==> config.mk <==
export PLATFORM = sky130hd
export DESIGN_NAME = i2s_mic_rx
export DESIGN_NICKNAME = d
export VERILOG_FILES = /design/src/rtl/i2s_mic_rx.sv
export SDC_FILE = /design/constraint.sdc
export NUM_CORES = 1
export LEC_CHECK = 0
export BUFFER_PORTS_ARGS = -buffer_cell sky130_fd_sc_hd__buf_2
export CORE_MARGIN = 4
export CORE_UTILIZATION = 45
export DETAILED_ROUTE_END_ITERATION = 12
export HOLD_SLACK_MARGIN = 0.02
export PLACE_DENSITY = 0.65
export SKIP_CTS_REPAIR_TIMING = 1
export SYNTH_ARGS = -nofsm -noshare
export SYNTH_HDL_FRONTEND = slang
export SYNTH_SLANG_ARGS = --single-unit
==> constraint.sdc <==
create_clock -name clk -period 2.1 [get_ports clk]
set_input_delay 0 -clock clk [delete_from_list [all_inputs] [get_ports clk]]
set_output_delay 0 -clock clk [all_outputs]
set_load 0.05 [all_outputs]
==> src/rtl/i2s_mic_rx.sv <==
// I2S master receiver for one microphone: derives bclk/ws from clk and delivers
// each left-slot word as a raw 32-bit sample with a one-cycle valid pulse.
module i2s_mic_rx #(
   parameter int CLK_DIV        = 8,
   parameter int DISCARD_FRAMES = 4
) (
   input  logic        clk,
   input  logic        reset,
   input  logic        enable,
   input  logic        i2s_sd,
   output logic        i2s_bclk,
   output logic        i2s_ws,
   output logic [31:0] sample_out,
   output logic        sample_valid,
   output logic        running
);

   typedef enum logic [1:0] {OFF, SYNC, RUN} state_t;

   localparam logic [7:0] DIV_LAST  = 8'(CLK_DIV - 1);
   localparam logic [7:0] DISCARD_N = 8'(DISCARD_FRAMES);

   state_t      state;
   state_t      state_next;
   logic [1:0]  rst_pipe;
   logic        go;
   logic [7:0]  div_cnt;
   logic        div_tc;
   logic        bclk_rise;
   logic        bclk_fall;
   logic [5:0]  bit_cnt;
   logic [5:0]  bit_next;
   logic        frame_wrap;
   logic [7:0]  discard_cnt;
   logic [1:0]  sd_pipe;
   logic [31:0] shift;
   logic        word_done;

   // Reset release is re-timed so the state machine never leaves OFF on a partial clock edge.
   always_ff @(posedge clk or negedge reset) begin
      if (!reset) rst_pipe <= 2'b00;
      else        rst_pipe <= {rst_pipe[0], 1'b1};
   end

   assign go         = enable & rst_pipe[1];
   assign div_tc     = (state != OFF) && (div_cnt == DIV_LAST);
   assign bclk_rise  = div_tc && !i2s_bclk;
   assign bclk_fall  = div_tc && i2s_bclk;
   assign bit_next   = bit_cnt + 6'd1;
   assign frame_wrap = bclk_fall && (bit_cnt == 6'd63);
   assign running    = (state == RUN);

   always_comb begin
      state_next = state;
      case (state)
         OFF: begin
            if (go) state_next = (DISCARD_FRAMES == 0) ? RUN : SYNC;
         end
         SYNC: begin
            if (!go)                                        state_next = OFF;
            else if (frame_wrap && discard_cnt == DISCARD_N) state_next = RUN;
         end
         RUN: begin
            if (!go) state_next = OFF;
         end
         default: state_next = OFF;
      endcase
   end

   // Leaving the run request clears the whole timing chain so a restart begins a fresh frame.
   always_ff @(posedge clk or negedge reset) begin
      if (!reset) begin
         state        <= OFF;
         sd_pipe      <= 2'b00;
         div_cnt      <= 8'd0;
         i2s_bclk     <= 1'b0;
         i2s_ws       <= 1'b1;
         bit_cnt      <= 6'd63;
         discard_cnt  <= 8'd0;
         shift        <= 32'd0;
         word_done    <= 1'b0;
         sample_out   <= 32'd0;
         sample_valid <= 1'b0;
      end else begin
         state        <= state_next;
         sd_pipe      <= {sd_pipe[0], i2s_sd};
         sample_valid <= 1'b0;
         word_done    <= 1'b0;
         if (!go || state == OFF) begin
            div_cnt     <= 8'd0;
            i2s_bclk    <= 1'b0;
            i2s_ws      <= 1'b1;
            bit_cnt     <= 6'd63;
            discard_cnt <= 8'd0;
            shift       <= 32'd0;
         end else begin
            div_cnt <= div_tc ? 8'd0 : div_cnt + 8'd1;
            if (div_tc) i2s_bclk <= ~i2s_bclk;
            if (bclk_fall) begin
               bit_cnt <= bit_next;
               i2s_ws  <= bit_next[5];
            end
            if (frame_wrap && state == SYNC) discard_cnt <= discard_cnt + 8'd1;
            // Slot bit 0 is the one-bit I2S delay, so the left word occupies bits 1..32.
            if (bclk_rise && bit_cnt >= 6'd1 && bit_cnt <= 6'd32) begin
               shift     <= {shift[30:0], sd_pipe[1]};
               word_done <= (bit_cnt == 6'd32);
            end
            if (word_done && state == RUN) begin
               sample_out   <= shift;
               sample_valid <= 1'b1;
            end
         end
      end
   end

endmodule

==> reports/results.txt, run 1 <==
Worst skew pair latency - 0.37 ns
CP required - 2.39 ns
Final Util - 0.545
Largest net degree at the start of global routing - 42
GRT Total Usage - 0.152
Root buf cell - clkbuf_8
Clk buf depth - 2
Yosys cell types - 43
N_diodes - 0
Post-synth EDFFs - 0
Count of final hold-check violations - 0
Fin nets - 398
Antenna violations before repair - 0
CORE AREA - 8810 um2
Sw frac - 0.237
Io pins - 40
Arr. time, crit path - 2.34 ns
First-pass GRT wire length - 12500 um
Vias post-DR - 2640
DR WL/cell - 14.9 um
# fillers - 762
Worst Setup Start Kind - flip-flop
Hold Crit Endpoint - discard_cnt[1]
Sequential Power Share - 0.610
Worst-Margin Slew - 0.540 ns
Fin Clk Skew - 0.0141 ns
Slowest Stage Delay on Critical Path - 0.46 ns
Clock sinks - 95
R2R Setup Slk - 0.04 ns
CTS tree - done
Final Cycle Share - 0.979
Worst r2r src - bit_cnt[1]
Mean Syn Cell Area - 12.5 um2
Comb pwr share - 0.021
Delay-heaviest family, CP - simple AND/OR/NAND/NOR gates
Primary FF master, synth - dfrtp_1
Rows - 34
Routed Antenna Nets - 0
Max Cap Violations - 0
Max VDD drop - 0.307 mV
Status - finished clean
Period minus WS final - 2.06 ns
Worst-path maximum fanout - 6
Critical path, cell by cell - inv_2 > ha_4 > or4b_4 > a211oi_2 > and3_4 > clkbuf_16 > mux2i_1
Post-DP HPWL - 5020 um
RSZ-0062 raised after global routing - yes
CTS H-tree depth - 3
Number of buffers and inverters on the critical path - 2
Die area - 10700 um2
Post-Syn Instances - 328
Synth async-reset ratio - 1.00
Pleak - 2.29 nW
GPL Wtd Cong - 0.755
Drt total wl - 7470 um
Psw - 0.714 mW
PwrDens - 628 nW/um2
CP Capture Type - flip-flop
Post-Syn Nets - 339
Total grt overflow - 0
TritonRoute pass-1 iters - 4
Slew Limit Fails - 0
Share of layout cells above drive strength 1 - 0.329
Synthesized cell area - 4100 um2
R2R cell count - 7
Internal Pwr Total - 2.30 mW
Overall die height - 103 um
Starting Density - 0.465
CP Depth - 7
Warnings from Yosys - 0
Detailed Route Iter0 Violations - 161
Drc violations - 0
Fin area - 4800 um2
#FFs+latches synth - 95
Final setup fails - 0
Hold depth - 3
Relative slew slack - 0.640
F_max - 486 MHz
Critical path class - reg2reg
Vias in the first global route - 2651
Slowest CP cell - or4b_4
Seq/Total Area, Yosys - 0.582
Hold Path Origin - enable
Hold WC Path Type - in2reg
Area after DPL - 4470 um2
Syn-to-layout area delta - 17.1%
CTS Buf Count - 9
Port Buffers - 39
Clock power share - 0.369
Clock-pin slew on the worst setup and hold paths - 0.09 ns
Vias per cell - 5.28
R2r endpoint - shift[2]
Die W - 103 um
## routing by layer
layer | track usage | wire length [um]
met1 | 0.202 | 3620
met2 | 0.233 | 3430
met3 | 0.0355 | 266
met4 | 0.0747 | 158
met5 | 0 | 0
## power groups by stage
| stage | clock network (mW) | registers (mW) | logic (mW) |
|---|---|---|---|
| after floorplan | 0 | 1.87 | 0.0123 |
| after global placement | 0 | 1.87 | 0.0635 |
| after detailed placement | 0 | 1.87 | 0.0646 |
| after CTS | 1.15 | 1.84 | 0.0646 |
| after global routing | 1.23 | 1.84 | 0.0754 |
| final | 1.11 | 1.84 | 0.0640 |
## final cells by class
cell class,instances,area (um2),area share
Sequential cell,95,2380,0.497
Clock buffer,10,128,0.0266
Clock inverter,6,51.3,0.0107
Timing Repair Buffer,62,469,0.0978
Tap cell,108,135,0.0282
Multi-Input combinational cell,212,1610,0.334
Inverter,7,26.3,0.00547
## per-stage QoR
stage	worst slack, ns	hold slack (ns)	TNS, ns	std cells	power (mW)
detailed placement	0.0112	0.0287	0	477	1.94
global placement	0.0867	0.0167	0	477	1.94
CTS	-0.0101	-0.381	-0.0121	493	3.05
global route	-0.0598	0.0534	-0.651	500	3.14
floorplan	0.132	-0.296	0	328	1.89
finish	0.0435	0.0272	0	500	3.01
## worst max path at each step
stage	startpoint	end
after global routing	bit_cnt[1]	shift[8]
after detailed placement	bit_cnt[1]	shift[13]
after global placement	bit_cnt[1]	shift[13]
final	bit_cnt[1]	shift[2]
after floorplan	bit_cnt[0]	shift[10]
after CTS	bit_cnt[1]	shift[13]
## tightest hold or removal path: stages
cell	delay, ns
buf_2	0.11
nand2_1	0.17
a31oi_1	0.06
## registers in the layout, summed over array words and instances (netlist names)
register,flops
word_done,1
shift,32
i2s_ws,1
discard_cnt,8
rst_pipe,2
sample_out,32
bit_cnt,5
sd_pipe,2
i2s_bclk,1
state,2
sample_valid,1
div_cnt,8
## Yosys cell counts (all sizes together), types with 2 or more instances
cell type | count | share of area
mux2 | 32 | 0.088
and4 | 2 | 0.0046
inv | 7 | 0.0064
a211oi | 2 | 0.0049
ha | 7 | 0.021
o31ai | 5 | 0.0092
nand4b | 2 | 0.0043
a21oi | 5 | 0.0061
or4 | 5 | 0.0092
and3 | 6 | 0.0095
buf | 4 | 0.017
nor3 | 3 | 0.0037
xor2 | 6 | 0.013
dfrtp | 89 | 0.54
clkbuf | 10 | 0.0092
dfstp | 6 | 0.038
mux2i | 34 | 0.083
o21ai | 3 | 0.0037
nand3 | 11 | 0.013
nor4 | 5 | 0.0076
nand4 | 3 | 0.0046
or3 | 6 | 0.0092
nor2 | 12 | 0.011
xnor2 | 2 | 0.0043
nor3b | 2 | 0.0049
nand2 | 47 | 0.043
## kinds of logic after synthesis
family,Yosys count,synth area share
AO/OA/AOI/OAI,19,0.0317
flip-flops,95,0.582
XOR/XNOR,8,0.0171
buffers and inverters,21,0.0330
AND/OR/NAND/NOR,111,0.143
adder cells (fa/ha/maj),7,0.0214
multiplexers,66,0.171
other,1,0.000915
## cell usage in the layout, fill, tap and decap left out, types with 9 or more instances in the layout
cell	synthesis	layout
buf_4	0	15
buf_2	0	38
clkbuf_8	0	9
dfrtp_1	89	89
nand2_1	47	47
mux2i_1	34	33
nor2_1	12	11
nand3_1	11	11
mux2_2	32	32
(Power assumes the default switching activity.)
==> inputs of run 2 (changes only) <==
--- a/config.mk
+++ b/config.mk
@@ -5,6 +5,7 @@
 export SDC_FILE = /design/constraint.sdc
 export NUM_CORES = 1
 export LEC_CHECK = 0
+export ABC_AREA = 1
 export BUFFER_PORTS_ARGS = -buffer_cell sky130_fd_sc_hd__buf_2
 export CORE_MARGIN = 4
 export CORE_UTILIZATION = 45
==> run 2 against run 1 <==
Compared with the run above: area after synthesis increased by 8.3%; via count grew 26%; non-clock buffer count is 13 lower; critical path depth is 2 higher; sequential share of layout area decreased by 1.3 points; synthesized cell count grew 49%; highest routed layer unchanged; clock power is essentially flat; register-to-register slack improved by 0.21 ns; setup slack improved by 0.21 ns; worst hold slack better by 0.023 ns; first-iteration DRC count is 12% higher.
==> reports/results.txt, run 2 <==
CP required - 2.41 ns (+0.02 ns)
Overall die height - 107 um (+3.8%)
Most common cell after layout, fill and taps aside - nand2_1
Worst Setup Start Kind - flip-flop
#FFs+latches synth - 95 (unchanged)
Leading post-synthesis cells by cell area - dfrtp_1, nand2_1, nand3_2, nand4_1, nand3_1
Cell taking the most area after synthesis - dfrtp_1
Relative slew slack - 0.633 (-0.00684)
Worst-Margin Slew - 0.550 ns (+0.0103 ns)
Delay-heaviest family, CP - simple AND/OR/NAND/NOR gates
Synthesized cell area - 4440 um2 (+8.3%)
Share of layout cells above drive strength 1 - 0.202 (-0.128)
Period minus WS final - 1.85 ns (-0.211 ns)
PwrDens - 629 nW/um2 (+0.26%)
Routed Antenna Nets - 0 (unchanged)
Arr. time, crit path - 2.15 ns (-0.19 ns)
CTS H-tree depth - 3 (unchanged)
F_max - 542 MHz (+11%)
Clock-pin slew on the worst setup and hold paths - 0.11 ns (+0.02 ns)
Critical path class - reg2reg
Rows - 35 (+2.9%)
Antenna violations before repair - 0 (unchanged)
Fin nets - 537 (+35%)
Hold Crit Endpoint - state[1]
Critical path, cell by cell - inv_1 > ha_1 > inv_1 > nand2_1 > o21ai_0 > nand2_1 > nand2_4 > nand3_1 > nand2_1
Final setup fails - 0 (unchanged)
R2R Setup Slk - 0.25 ns (+0.21 ns)
Total Neg Setup Slack - 0 ns (unchanged)
Drt total wl - 8510 um (+14%)
Hold depth - 5 (+2)
Warnings from Yosys - 0 (unchanged)
Vias per cell - 5.03 (-4.7%)
Hold Path Origin - enable
Worst-path maximum fanout - 32 (+26)
CORE AREA - 9420 um2 (+6.9%)
RSZ-0062 raised after global routing - no
Vias in the first global route - 3222 (+22%)
Worst r2r src - bit_cnt[1]
Seq/Total Area, Yosys - 0.537 (-0.0446)
Most frequent cells in the layout - nand2_1, dfrtp_1, buf_2, nand3_1, nand4_1
Post-DP HPWL - 5550 um (+11%)
Synth async-reset ratio - 1.00 (unchanged)
Starting Density - 0.471 (+0.00602)
Largest net degree at the start of global routing - 54 (+29%)
Status - finished clean
Placed Instances - 642 (+35%)
Final Cycle Share - 0.879 (-0.100)
Yosys top cell area share - 0.502 (-0.0417)
Post-synth EDFFs - 0 (unchanged)
TritonRoute pass-1 iters - 4 (unchanged)
N_diodes - 0 (unchanged)
Clock sinks - 95 (unchanged)
Top Registers - sample_out: 32 flops, shift: 32 flops
Synth cell count leaders - nand2_1, dfrtp_1, nand3_1
Mean Syn Cell Area - 9.06 um2 (-28%)
Max VDD drop - 0.291 mV (-5.1%)
# fillers - 925 (+21%)
CP Capture Type - flip-flop
Die area - 11500 um2 (+7.6%)
Die W - 107 um (+3.8%)
First-pass GRT wire length - 15100 um (+21%)
R2r endpoint - shift[12]
Syn-to-layout area delta - 10.9%
Critical path's most frequent cell - nand2_1
CTS Buf Count - 9 (unchanged)
Slowest CP cell - dfstp_2
Count of final hold-check violations - 0 (unchanged)
Top-count cell post-synth - nand2_1
Vias post-DR - 3321 (+26%)
DR WL/cell - 12.9 um (-14%)
Port Buffers - 39 (unchanged)
CP Depth - 9 (+2)
Primary FF master, synth - dfrtp_1
Post-Syn Nets - 501 (+48%)
Clk buf depth - 2 (unchanged)
Slew Limit Fails - 0 (unchanged)
Total grt overflow - 0 (unchanged)
Pleak - 2.69 nW (+17%)
Non-filler cells, final - 660 (+32%)
Max Cap Violations - 0 (unchanged)
R2R cell count - 9 (+2)
Drc violations - 0 (unchanged)
Hold WC Path Type - in2reg
GRT Total Usage - 0.161 (+0.00966)
Detailed Route Iter0 Violations - 181 (+12%)
Slowest Stage Delay on Critical Path - 0.57 ns (+0.11 ns)
Root buf cell - clkbuf_8
Worst setup startpoint - bit_cnt[1]
Worst skew pair latency - 0.36 ns (about the same)
CTS tree - done
Post-Syn Instances - 490 (+49%)
GPL Wtd Cong - 0.751 (-0.50%)
Fin Clk Skew - 0.0158 ns (+0.00173 ns)
Io pins - 40 (unchanged)
Yosys cell types - 29 (-33%)
Number of buffers and inverters on the critical path - 2 (unchanged)
## run 2: per-layer routing
metal | wire length (um) | track usage | share of wire
met1 | 4300 | 0.228 | 0.50
met2 | 3870 | 0.251 | 0.45
met3 | 231 | 0.0276 | 0.027
met4 | 116 | 0.0566 | 0.014
met5 | 0 | 0 | 0
## run 2: power by group
group	internal (mW)	switching (mW)	total (mW)
clock	0.451	0.676	1.13
sequential	1.84	0.00822	1.85
combinational	0.0296	0.0923	0.122
## run 2: final cells by class
class,instances,area (um2),area share
well taps,129,161,0.0328
clock buffers,10,128,0.0259
flip-flops and latches,95,2380,0.484
clock inverters,6,51.3,0.0104
repair buffers,49,315,0.0640
inverters,29,110,0.0224
multi-input cells,342,1770,0.360
## run 2: worst register-to-register path, cell delays in order, from the launching register on
cell and delay, ns:
dfstp_2 0.57, inv_1 0.08, ha_1 0.18, inv_1 0.05, nand2_1 0.04, o21ai_0 0.15
nand2_1 0.12, nand2_4 0.37, nand3_1 0.15, nand2_1 0.10
## run 2: cell families after synthesis
logic type | after synthesis | synth area share
DFF | 95 | 0.537
AOI/OAI and AO/OA | 12 | 0.0135
adders and majority gates | 7 | 0.0197
and+or+nand+nor | 314 | 0.350
buffers and inverters | 53 | 0.0631
other | 1 | 0.000845
xor gates and xnor gates | 8 | 0.0158
## run 2: stage by stage
stage                     hold WS (ns)  worst slack [ns]  power [mW]  utilization  instance area (um2)
after global routing            0.0593            0.0194        3.24        0.523                 4920
after global placement          0.0309             0.327        2.01        0.502                 4730
after detailed placement        0.0375             0.237        2.01        0.502                 4730
after CTS                       -0.359             0.218        3.14        0.521                 4900
final                           0.0506             0.254        3.10        0.523                 4920
after floorplan                 -0.296             0.437        1.95            -                 4440
## run 2: how the worst max path moves through the flow
stage | slack, ns | to
finish | 0.25 | shift[12]
global route | 0.02 | discard_cnt[3]
CTS | 0.22 | shift[12]
detailed placement | 0.24 | shift[12]
global placement | 0.33 | shift[19]
floorplan | 0.44 | sample_out[0]
==> inputs of run 3 (changes only) <==
--- a/config.mk
+++ b/config.mk
@@ -6,7 +6,7 @@
 export NUM_CORES = 1
 export LEC_CHECK = 0
 export ABC_AREA = 1
-export BUFFER_PORTS_ARGS = -buffer_cell sky130_fd_sc_hd__buf_2
+export BUFFER_PORTS_ARGS = -buffer_cell sky130_fd_sc_hd__clkbuf_2
 export CORE_MARGIN = 4
 export CORE_UTILIZATION = 45
 export DETAILED_ROUTE_END_ITERATION = 12
==> run 3 against run 2 <==
Compared with the run above: cell area grew 0.13%; first-iteration DRC count shrank 22%; global-route usage shrank 0.15 points; sequential share of layout area shrank 0.061 points; clock skew shrank 0.0032 ns; setup slack gained 0.0079 ns; clock power is essentially flat; power grew 0.65%; critical path depth is the same; sequential power is essentially flat; flip-flop and latch count is the same; largest power group unchanged.
==> reports/results.txt, run 3 (same netlist as run 2, synthesis figures left out) <==
Status - finished clean
Share of layout cells above drive strength 1 - 0.203 (+0.00188)
Max Cap Violations - 0 (unchanged)
Final Cycle Share - 0.875 (-0.00377)
Fin nets - 537 (unchanged)
Hold depth - 5 (unchanged)
Total grt overflow - 0 (unchanged)
CTS tree - done
R2r endpoint - shift[12]
Clock sinks - 95 (unchanged)
Max VDD drop - 0.280 mV (-4.0%)
Most common cell after layout, fill and taps aside - nand2_1
Port Buffers - 39 (unchanged)
GPL Wtd Cong - 0.761 (+1.3%)
GRT Total Usage - 0.160 (-0.00151)
CP Capture Type - flip-flop
Hold Crit Endpoint - state[1]
Count of final hold-check violations - 0 (unchanged)
Detailed Route Iter0 Violations - 141 (-22%)
CTS H-tree depth - 3 (unchanged)
Vias post-DR - 3291 (-0.90%)
First-pass GRT wire length - 15000 um (-0.74%)
Worst setup startpoint - bit_cnt[1]
Die W - 107 um (unchanged)
Sequential Power Share - 0.593 (-0.004)
Worst Setup Start Kind - flip-flop
F_max - 544 MHz (+0.43%)
Slowest Stage Delay on Critical Path - 0.56 ns (about the same)
Relative slew slack - 0.619 (-0.0146)
R2R cell count - 9 (unchanged)
Routed Antenna Nets - 0 (unchanged)
Vias per cell - 4.99 (-0.90%)
Top Registers - sample_out: 32 flops, shift: 32 flops
DR WL/cell - 12.9 um (+0.18%)
Rows - 35 (unchanged)
Clk buf depth - 2 (unchanged)
Worst-Margin Slew - 0.571 ns (+0.0210 ns)
Critical path's most frequent cell - nand2_1
Arr. time, crit path - 2.14 ns (about the same)
Worst-path maximum fanout - 32 (unchanged)
Critical path class - reg2reg
Total Neg Setup Slack - 0 ns (unchanged)
Syn-to-layout area delta - 11.1%
Fin Clk Skew - 0.0126 ns (-0.00323 ns)
Overall die height - 107 um (unchanged)
Comb pwr share - 0.039 (about the same)
Hold Path Origin - enable
Critical path, cell by cell - inv_1 > ha_1 > inv_1 > nand2_1 > o21ai_0 > nand2_1 > nand2_4 > nand3_1 > nand2_1
Final Util - 0.524 (+0.000665)
Clock-pin slew on the worst setup and hold paths - 0.10 ns (about the same)
Number of buffers and inverters on the critical path - 2 (unchanged)
Root buf cell - clkbuf_8
Drc violations - 0 (unchanged)
Delay-heaviest family, CP - simple AND/OR/NAND/NOR gates
TritonRoute pass-1 iters - 4 (unchanged)
Die area - 11500 um2 (unchanged)
Period minus WS final - 1.84 ns (-0.00791 ns)
Worst r2r src - bit_cnt[1]
Antenna violations before repair - 0 (unchanged)
Internal Pwr Total - 2.33 mW (+0.22%)
Io pins - 40 (unchanged)
Largest net degree at the start of global routing - 59 (+9.3%)
Final Total Pwr - 3.12 mW (+0.65%)
RSZ-0062 raised after global routing - no
Worst skew pair latency - 0.36 ns (about the same)
# fillers - 883 (-4.5%)
Post-DP HPWL - 5580 um (+0.66%)
N_diodes - 0 (unchanged)
CTS Buf Count - 9 (unchanged)
CP required - 2.40 ns (about the same)
Vias in the first global route - 3174 (-1.5%)
Pleak - 2.67 nW (-0.97%)
Psw - 0.792 mW (+1.9%)
Most frequent cells in the layout - nand2_1, dfrtp_1, clkbuf_2, nand3_1, nand4_1
Drt total wl - 8530 um (+0.18%)
Final setup fails - 0 (unchanged)
Hold WC Path Type - in2reg
Sw frac - 0.254 (+0.00316)
CORE AREA - 9420 um2 (unchanged)
PwrDens - 632 nW/um2 (+0.52%)
Starting Density - 0.471 (unchanged)
Slew Limit Fails - 0 (unchanged)
Clock power share - 0.368 (+0.004)
Slowest CP cell - dfstp_2
R2R Setup Slk - 0.26 ns (about the same)
run 3: cell types whose count changed in the layout (fill, tap and decap cells not counted):
cell / before / now
buf_2: 38 / 0
clkbuf_1: 1 / 0
clkbuf_2: 0 / 38
clkinv_2: 1 / 2
inv_6: 4 / 2
inv_8: 0 / 2
run 3: layout make-up:
cell class	instances	area, um2	share of cell area
well taps	129	161	0.0327
repair buffers	49	315	0.0639
multi-input cells	342	1770	0.360
flip-flops and latches	95	2380	0.484
clock buffers	9	124	0.0251
clock inverters	7	61.3	0.0124
inverters	29	110	0.0223
run 3: per-layer routing:
layer  vias to the layer above  part of all wire  global-route usage  wire, um
met1                      1569              0.51               0.233      4350
li1                       1673                 -                   -         -
met4                         0             0.010              0.0466        85
met2                        40              0.45               0.245      3860
met3                         9             0.028              0.0270       235
met5                         -                 0                   0         0
run 3: how the worst max path moves through the flow:
stage | depth (start not counted) | endpoint | slack (ns)
floorplan | 7 | sample_out[0] | 0.44
global placement | 9 | shift[19] | 0.33
detailed placement | 9 | shift[12] | 0.29
CTS | 9 | shift[0] | 0.26
global route | 9 | shift[1] | 0.04
finish | 9 | shift[12] | 0.26
run 3: through the flow:
step	cells	setup WS (ns)	hold slack (ns)	cell area (um2)
2_1_floorplan	490	0.437	-0.296	4440
3_3_place_gp	642	0.331	0.00677	4730
3_5_place_dp	642	0.285	0.0120	4730
4_1_cts	658	0.259	-0.380	4910
5_1_grt	660	0.0389	0.0562	4930
6_report	660	0.262	0.0327	4930
run 3: power by group through the flow:
stage | Clock, mW | Combinational, mW | Sequential, mW
after global placement | 0 | 0.121 | 1.88
after floorplan | 0 | 0.0596 | 1.89
after detailed placement | 0 | 0.123 | 1.88
after global routing | 1.25 | 0.143 | 1.85
final | 1.15 | 0.123 | 1.85
after CTS | 1.18 | 0.123 | 1.85
run 3: worst register-to-register path, delay by kind of cell (launching register included):
family / cells / cell delay, ns
buffers and inverters: 2 / 0.13
AO/OA/AOI/OAI: 1 / 0.14
adder cells (fa/ha/maj): 1 / 0.18
AND/OR/NAND/NOR: 5 / 0.78
flip-flops: 1 / 0.56
